`config.mk`:
```
export PLATFORM = sky130hd
export DESIGN_NAME = fetch_unit_flat
export DESIGN_NICKNAME = d
export VERILOG_FILES = /design/src/rtl/fetch_unit_if.sv /design/src/rtl/fetch_unit.sv /design/src/flat_wrapper.sv
export SDC_FILE = /design/constraint.sdc
export NUM_CORES = 1
export LEC_CHECK = 0
export ABC_AREA = 1
export CORE_ASPECT_RATIO = 1.2
export CORE_MARGIN = 1.5
export CORE_UTILIZATION = 50
export CTS_CLUSTER_DIAMETER = 50
export DETAILED_ROUTE_END_ITERATION = 8
export PLACE_DENSITY_LB_ADDON = 0.15
export SYNTH_ARGS = -nofsm -noshare
export SYNTH_HDL_FRONTEND = slang
export SYNTH_SLANG_ARGS = --single-unit
```
`constraint.sdc`:
```
create_clock -name clk -period 4 [get_ports clk]
set_input_delay 0.8 -clock clk [delete_from_list [all_inputs] [get_ports clk]]
set_output_delay 0.8 -clock clk [all_outputs]
set_load 0.02 [all_outputs]
```
`src/rtl/fetch_unit_if.sv`:
```
// Program-memory fetch bus of the instruction-fetch front end.
//   imem_addr : 8-bit instruction address, registered by the fetch unit
//   imem_req  : fetch request, held high until imem_ack completes it
//   imem_data : 16-bit instruction segment {opcode, operand} from memory
//   imem_ack  : imem_data is valid this cycle and the request completes
// master = fetch unit side, slave = program memory side.
interface fetch_unit_if;
    logic [7:0]  imem_addr;
    logic        imem_req;
    logic [15:0] imem_data;
    logic        imem_ack;

    modport master (
        output imem_addr,
        output imem_req,
        input  imem_data,
        input  imem_ack
    );

    modport slave (
        input  imem_addr,
        input  imem_req,
        output imem_data,
        output imem_ack
    );
endinterface

```
`src/rtl/fetch_unit.sv`:
```
// Instruction-fetch front end of the 3-stage pipelined processor.
// Owns the program counter, fetches 16-bit segments over the bus
// req/ack handshake and hands each one, with its next-PC, to stage 1.
// Control-transfer opcodes are pre-decoded; after one is delivered the
// unit emits NOP bubbles until stage 3 either redirects the PC (l_pc with
// the s11/s10 mux select) or the bubble budget runs out (fall-through).
//
// Ports:
//   clk, rst_n            clock, asynchronous active-low reset
//   bus (master)          imem_addr/imem_req out, imem_data/imem_ack in
//   stall                 blocks issue of a new request (never aborts one)
//   l_pc, s11, s10        PC load strobe and target select from stage 3
//   od_in, dm_in, r0_in   candidate targets: operand, popped return, R0
//   segment               instruction to stage 1, 16'h0000 when no fetch
//   pc_out                address of delivered instruction + 1
//   seg_valid             segment holds a real fetched instruction
module fetch_unit #(
    parameter logic [7:0] RESET_PC = 8'h00,
    parameter int         BR_WAIT  = 3
) (
    input  logic        clk,
    input  logic        rst_n,
    fetch_unit_if.master bus,
    input  logic        stall,
    input  logic        l_pc,
    input  logic        s11,
    input  logic        s10,
    input  logic [7:0]  od_in,
    input  logic [7:0]  dm_in,
    input  logic [7:0]  r0_in,
    output logic [15:0] segment,
    output logic [7:0]  pc_out,
    output logic        seg_valid
);

    localparam int CNT_W = $clog2(BR_WAIT + 2);

    typedef enum logic [1:0] {IDLE, REQ, BRWAIT} state_t;

    state_t             state, state_n;
    logic [7:0]         pc, pc_n, addr_n, target;
    logic [CNT_W-1:0]   cnt, cnt_n;
    logic               out, out_n;     // request raised and not yet acked
    logic               drop, drop_n;   // outstanding ack must be discarded
    logic               hold;           // keep imem_addr on the open request
    logic               req, acc;
    logic [15:0]        seg_p0, seg_n;
    logic               vld_p0, vld_n;
    logic [7:0]         npc_p0, npc_n;

    // Opcodes that transfer control: 03..07, 08..0F, 28..2F, 30..3F, 48..4F.
    function automatic logic is_ctl(input logic [7:0] op);
        logic hit;
        hit = ((op[7:3] == 5'b00000) && (op[2:0] >= 3'd3)) ||
              (op[7:3] == 5'b00001) ||
              (op[7:3] == 5'b00101) ||
              (op[7:4] == 4'b0011)  ||
              (op[7:3] == 5'b01001);
        return hit;
    endfunction

    function automatic logic [7:0] pc_target(input logic [1:0] sel,
                                             input logic [7:0] cur,
                                             input logic [7:0] od,
                                             input logic [7:0] dm,
                                             input logic [7:0] r0);
        logic [7:0] t;
        case (sel)
            2'b01:   t = od;
            2'b10:   t = dm;
            2'b11:   t = r0;
            default: t = cur;
        endcase
        return t;
    endfunction

    // Once raised, a request stays up until acked, regardless of stall.
    assign req          = (state == REQ) && (out || !stall);
    assign acc          = req && bus.imem_ack;
    assign bus.imem_req = req;

    always_comb begin
        state_n = state;
        pc_n    = pc;
        cnt_n   = cnt;
        drop_n  = drop;
        out_n   = 1'b0;
        hold    = 1'b0;
        seg_n   = 16'h0000;
        vld_n   = 1'b0;
        npc_n   = npc_p0;
        target  = pc_target({s11, s10}, pc, od_in, dm_in, r0_in);
        case (state)
            IDLE: begin
                state_n = REQ;
            end
            REQ: begin
                out_n = req && !bus.imem_ack;
                if (l_pc) begin
                    // Redirect: an ack this cycle is thrown away; an open
                    // request is finished first and its data dropped.
                    pc_n = target;
                    if (acc) begin
                        drop_n = 1'b0;
                    end else if (req) begin
                        drop_n = 1'b1;
                        hold   = 1'b1;
                    end
                end else if (acc) begin
                    if (drop) begin
                        drop_n = 1'b0;
                    end else begin
                        seg_n = bus.imem_data;
                        vld_n = 1'b1;
                        pc_n  = pc + 8'd1;
                        npc_n = pc + 8'd1;
                        if (is_ctl(bus.imem_data[15:8])) begin
                            state_n = BRWAIT;
                            cnt_n   = CNT_W'(BR_WAIT);
                        end
                    end
                end else if (req) begin
                    hold = 1'b1;
                end
            end
            BRWAIT: begin
                if (l_pc) begin
                    pc_n    = target;
                    state_n = REQ;
                    cnt_n   = '0;
                end else if (cnt <= CNT_W'(1)) begin
                    // Branch not taken: resume at the already-advanced pc.
                    state_n = REQ;
                    cnt_n   = '0;
                end else begin
                    cnt_n = cnt - CNT_W'(1);
                end
            end
            default: begin
                state_n = IDLE;
            end
        endcase
        addr_n = hold ? bus.imem_addr : pc_n;
    end

    // Stage boundary: fetch -> stage 1 (segment, npc and valid registered together)
    always_ff @(posedge clk or negedge rst_n) begin
        if (!rst_n) begin
            state         <= IDLE;
            pc            <= RESET_PC;
            bus.imem_addr <= RESET_PC;
            cnt           <= '0;
            out           <= 1'b0;
            drop          <= 1'b0;
            seg_p0        <= 16'h0000;
            vld_p0        <= 1'b0;
            npc_p0        <= 8'h00;
        end else begin
            state         <= state_n;
            pc            <= pc_n;
            bus.imem_addr <= addr_n;
            cnt           <= cnt_n;
            out           <= out_n;
            drop          <= drop_n;
            seg_p0        <= seg_n;
            vld_p0        <= vld_n;
            npc_p0        <= npc_n;
        end
    end

    assign segment   = seg_p0;
    assign seg_valid = vld_p0;
    assign pc_out    = npc_p0;

endmodule

```
`src/flat_wrapper.sv`:
```
// flat-port wrapper written by rule: the top's interface ports become plain ports
module fetch_unit_flat 
#(
    parameter logic [7:0] RESET_PC = 8'h00,
    parameter int         BR_WAIT  = 3
)
  (clk, rst_n, stall, l_pc, s11, s10, od_in, dm_in, r0_in, segment, pc_out, seg_valid, bus_imem_addr, bus_imem_req, bus_imem_data, bus_imem_ack);
  fetch_unit_if bus_i ();
  input  logic clk;
  input  logic rst_n;
  input  logic stall;
  input  logic l_pc;
  input  logic s11;
  input  logic s10;
  input  logic [7:0] od_in;
  input  logic [7:0] dm_in;
  input  logic [7:0] r0_in;
  output logic [15:0] segment;
  output logic [7:0] pc_out;
  output logic seg_valid;
  output wire logic [$bits(bus_i.imem_addr)-1:0] bus_imem_addr;
  output wire logic [$bits(bus_i.imem_req)-1:0] bus_imem_req;
  input wire logic [$bits(bus_i.imem_data)-1:0] bus_imem_data;
  input wire logic [$bits(bus_i.imem_ack)-1:0] bus_imem_ack;
  assign bus_imem_addr = bus_i.imem_addr;
  assign bus_imem_req = bus_i.imem_req;
  assign bus_i.imem_data = bus_imem_data;
  assign bus_i.imem_ack = bus_imem_ack;
  fetch_unit #(.RESET_PC(RESET_PC), .BR_WAIT(BR_WAIT)) u_core (.clk(clk), .rst_n(rst_n), .bus(bus_i), .stall(stall), .l_pc(l_pc), .s11(s11), .s10(s10), .od_in(od_in), .dm_in(dm_in), .r0_in(r0_in), .segment(segment), .pc_out(pc_out), .seg_valid(seg_valid));
endmodule
```
==> qor.yml <==
run_status: "completed"
synth-async-reset-ratio_pct: 100
p_per_area_mw_per_mm2: 537
synth.distinct_cells: 25
clkLatencyLatePin_ns: 0.29
synth-main-ff-cell: "dfrtp_1"
worstPathArrival_ns: 2.11
core-area_mm2: 0.00497
postCtsSetupBuffers: 0
synth_xor_area_share_pct: 1.01
cts_tree: "yes"
synth_nets: 406
hold_viol: 0
grt_pass1_vias: 2246
synth-adder-area-share_pct: 3.37
synth_top_family_by_area: "simple AND/OR/NAND/NOR gates"
hold_class: "register to register"
p_leak_uw: 0.00178
io_pins: 81
holdWs_ns: 0.474
slew-limit-headroom_pct: 29.7
ctsResizeCount: 0
die_w_um: 68.8
drt_iter0_drc: 107
final_nets: 487
die_h_um: 82.0
hpwl_mm: 4.67
muxShareOfSynthArea_pct: 0
synth_compound_area_share_pct: 6.88
htreeDepth: 2
netlist_instances: 352
port_buffers: 80
worst-setup-path-type: "input pin to output pin"
fin_skew_ns: 0.00846
fillers: 454
synth-simple-area-share_pct: 33.5
wl_per_cell_um: 12.5
drv_slew: 0
whs_path_depth: 2
synth_edf_count: 0
drv_cap: 0
initial_utilization_pct: 52.3
crit_path_start_kind: "input pin"
place.gp.congestion: 0.874
drive_gt1_share_pct: 4.85
drt-total-wl_mm: 6.17
grt_max_degree: 49
ff2ff_setup_slack_ns: 1.91
period_minus_slack_ns: 2.91
synth-seq-cells: 48
cts_hold_buf: 0
final_cell_mix: "nand2_1, clkdlybuf4s50_1, dfrtp_1, inv_1, nor2_1"
antenna_found_initial: 0
diodes: 0
max_freq_mhz: 344
drt-pass1-iter-count: 4
required_ns: 3.20
track_usage_pct: 22.7
post-route-drc-count: 0
rsz0062_at_grt: "false"
syn-cell-area_mm2: 0.00260
row_count: 28
vias_per_cell: 5.04
irDropWorstVdd_uv: 362
rr_startpoint: "u_core.state[1]"
vias: 2486
synth.avg_cell_area_um2: 7.39
ant_nets: 0
end_kind: "output pin"
areaGrowthSynthToFinish_pct: 35.0
overflow: 0
cts.sinks: 48
setup_tns_ns: 0
clock_path_buffers: 2
clk_pin_slew_worst_paths_ns: 0.09
synth_warnings: 0
synth-seq-area-share_pct: 46.2
die_area_mm2: 0.00565
r2r-end: "u_core.state[1]"
rr_worst_depth: 9
crit_fanout: 4
cts-buffers-inserted: 5
clock-root-buffer: "clkbuf_8"
tightest_slew_ns: 1.06
worstHoldStart: "u_core.pc_out[1]"
post-route-period-util_pct: 72.8
hold_end: "u_core.pc_out[1]"
final_common_cell: "nand2_1"
setup_violations: 0
grt_pass1_wl_mm: 9.76
## synthesized netlist by cell type, types with 2 or more instances
library cell / count / area [µm²]
nor2_2: 2 / 12.5
nand3_1: 36 / 180
nand2_1: 119 / 447
ha_1: 7 / 87.6
buf_2: 2 / 10.0
nor2_1: 39 / 146
inv_1: 45 / 169
nand2_2: 2 / 12.5
dfrtp_1: 48 / 1200
o21ai_0: 22 / 110
xor2_1: 3 / 26.3
o21a_1: 2 / 15.0
inv_2: 4 / 15.0
buf_6: 3 / 33.8
nor2_4: 3 / 33.8
a21oi_1: 5 / 25.0
nand4_1: 2 / 12.5
## worst max path at each step
stage	startpoint	end	slack [ns]	cells past startpoint
global placement	stall	bus_imem_req	1.12	3
CTS	stall	bus_imem_req	1.08	3
floorplan	stall	bus_imem_req	2.18	1
finish	stall	bus_imem_req	1.09	3
detailed placement	stall	bus_imem_req	1.09	3
global route	stall	bus_imem_req	1.02	3
## through the flow
step                setup WS (ns)  power, µW  instances  area (µm²)  util [%]
floorplan                    2.18       1280        352        2600         -
global placement             1.12       1570        486        3420      68.8
detailed placement           1.09       1600        486        3420      68.8
CTS                          1.08       1900        493        3510      70.6
global route                 1.02       2030        493        3510      70.6
finish                       1.09       1890        493        3510      70.6
## cell type report
cell class / count / area, µm² / share of cell area (%)
well taps: 60 / 75.1 / 2.14
flip-flops and latches: 48 / 1200 / 34.2
repair buffers: 80 / 796 / 22.7
clock inverters: 1 / 8.76 / 0.249
multi-input cells: 249 / 1160 / 33.2
inverters: 49 / 184 / 5.24
clock buffers: 6 / 82.6 / 2.35
## power by group
| part | switching (µW) | internal [µW] |
|---|---|---|
| Clock | 155 | 138 |
| Sequential | 99.3 | 611 |
| Combinational | 527 | 355 |
## critical path: stages
cell and delay, ns:
clkdlybuf4s50_1 0.47, a21oi_4 0.21, clkdlybuf4s50_1 0.63
## layer usage
layer	GRT usage (%)	part of all wire (%)	routed length, µm	up-vias
met2	40.5	49	3060	85
li1	-	-	-	1250
met1	27.4	43	2640	1141
met4	6.86	1.4	89	0
met5	0	0	0	-
met3	3.97	6.3	386	10
## cells by family (layout without fill, tap and decap cells)
kind of cell               Yosys count  after routing
adders and majority gates            7              7
buffers and inverters               55            136
AOI/OAI and AO/OA                   32             32
and+or+nand+nor                    207            207
xor gates and xnor gates             3              3
DFF                                 48             48
## flip-flops by register name, summed over array words and instances, names as in the netlist
| register | flops |
|---|---|
| u_core.seg_valid | 1 |
| u_core.drop | 1 |
| u_core.segment | 16 |
| u_core.cnt | 3 |
| u_core.out | 1 |
| u_core.state | 2 |
| u_core.pc | 8 |
| u_core.bus.imem_addr | 8 |
| u_core.pc_out | 8 |
Power figures use the tool's default switching activity.
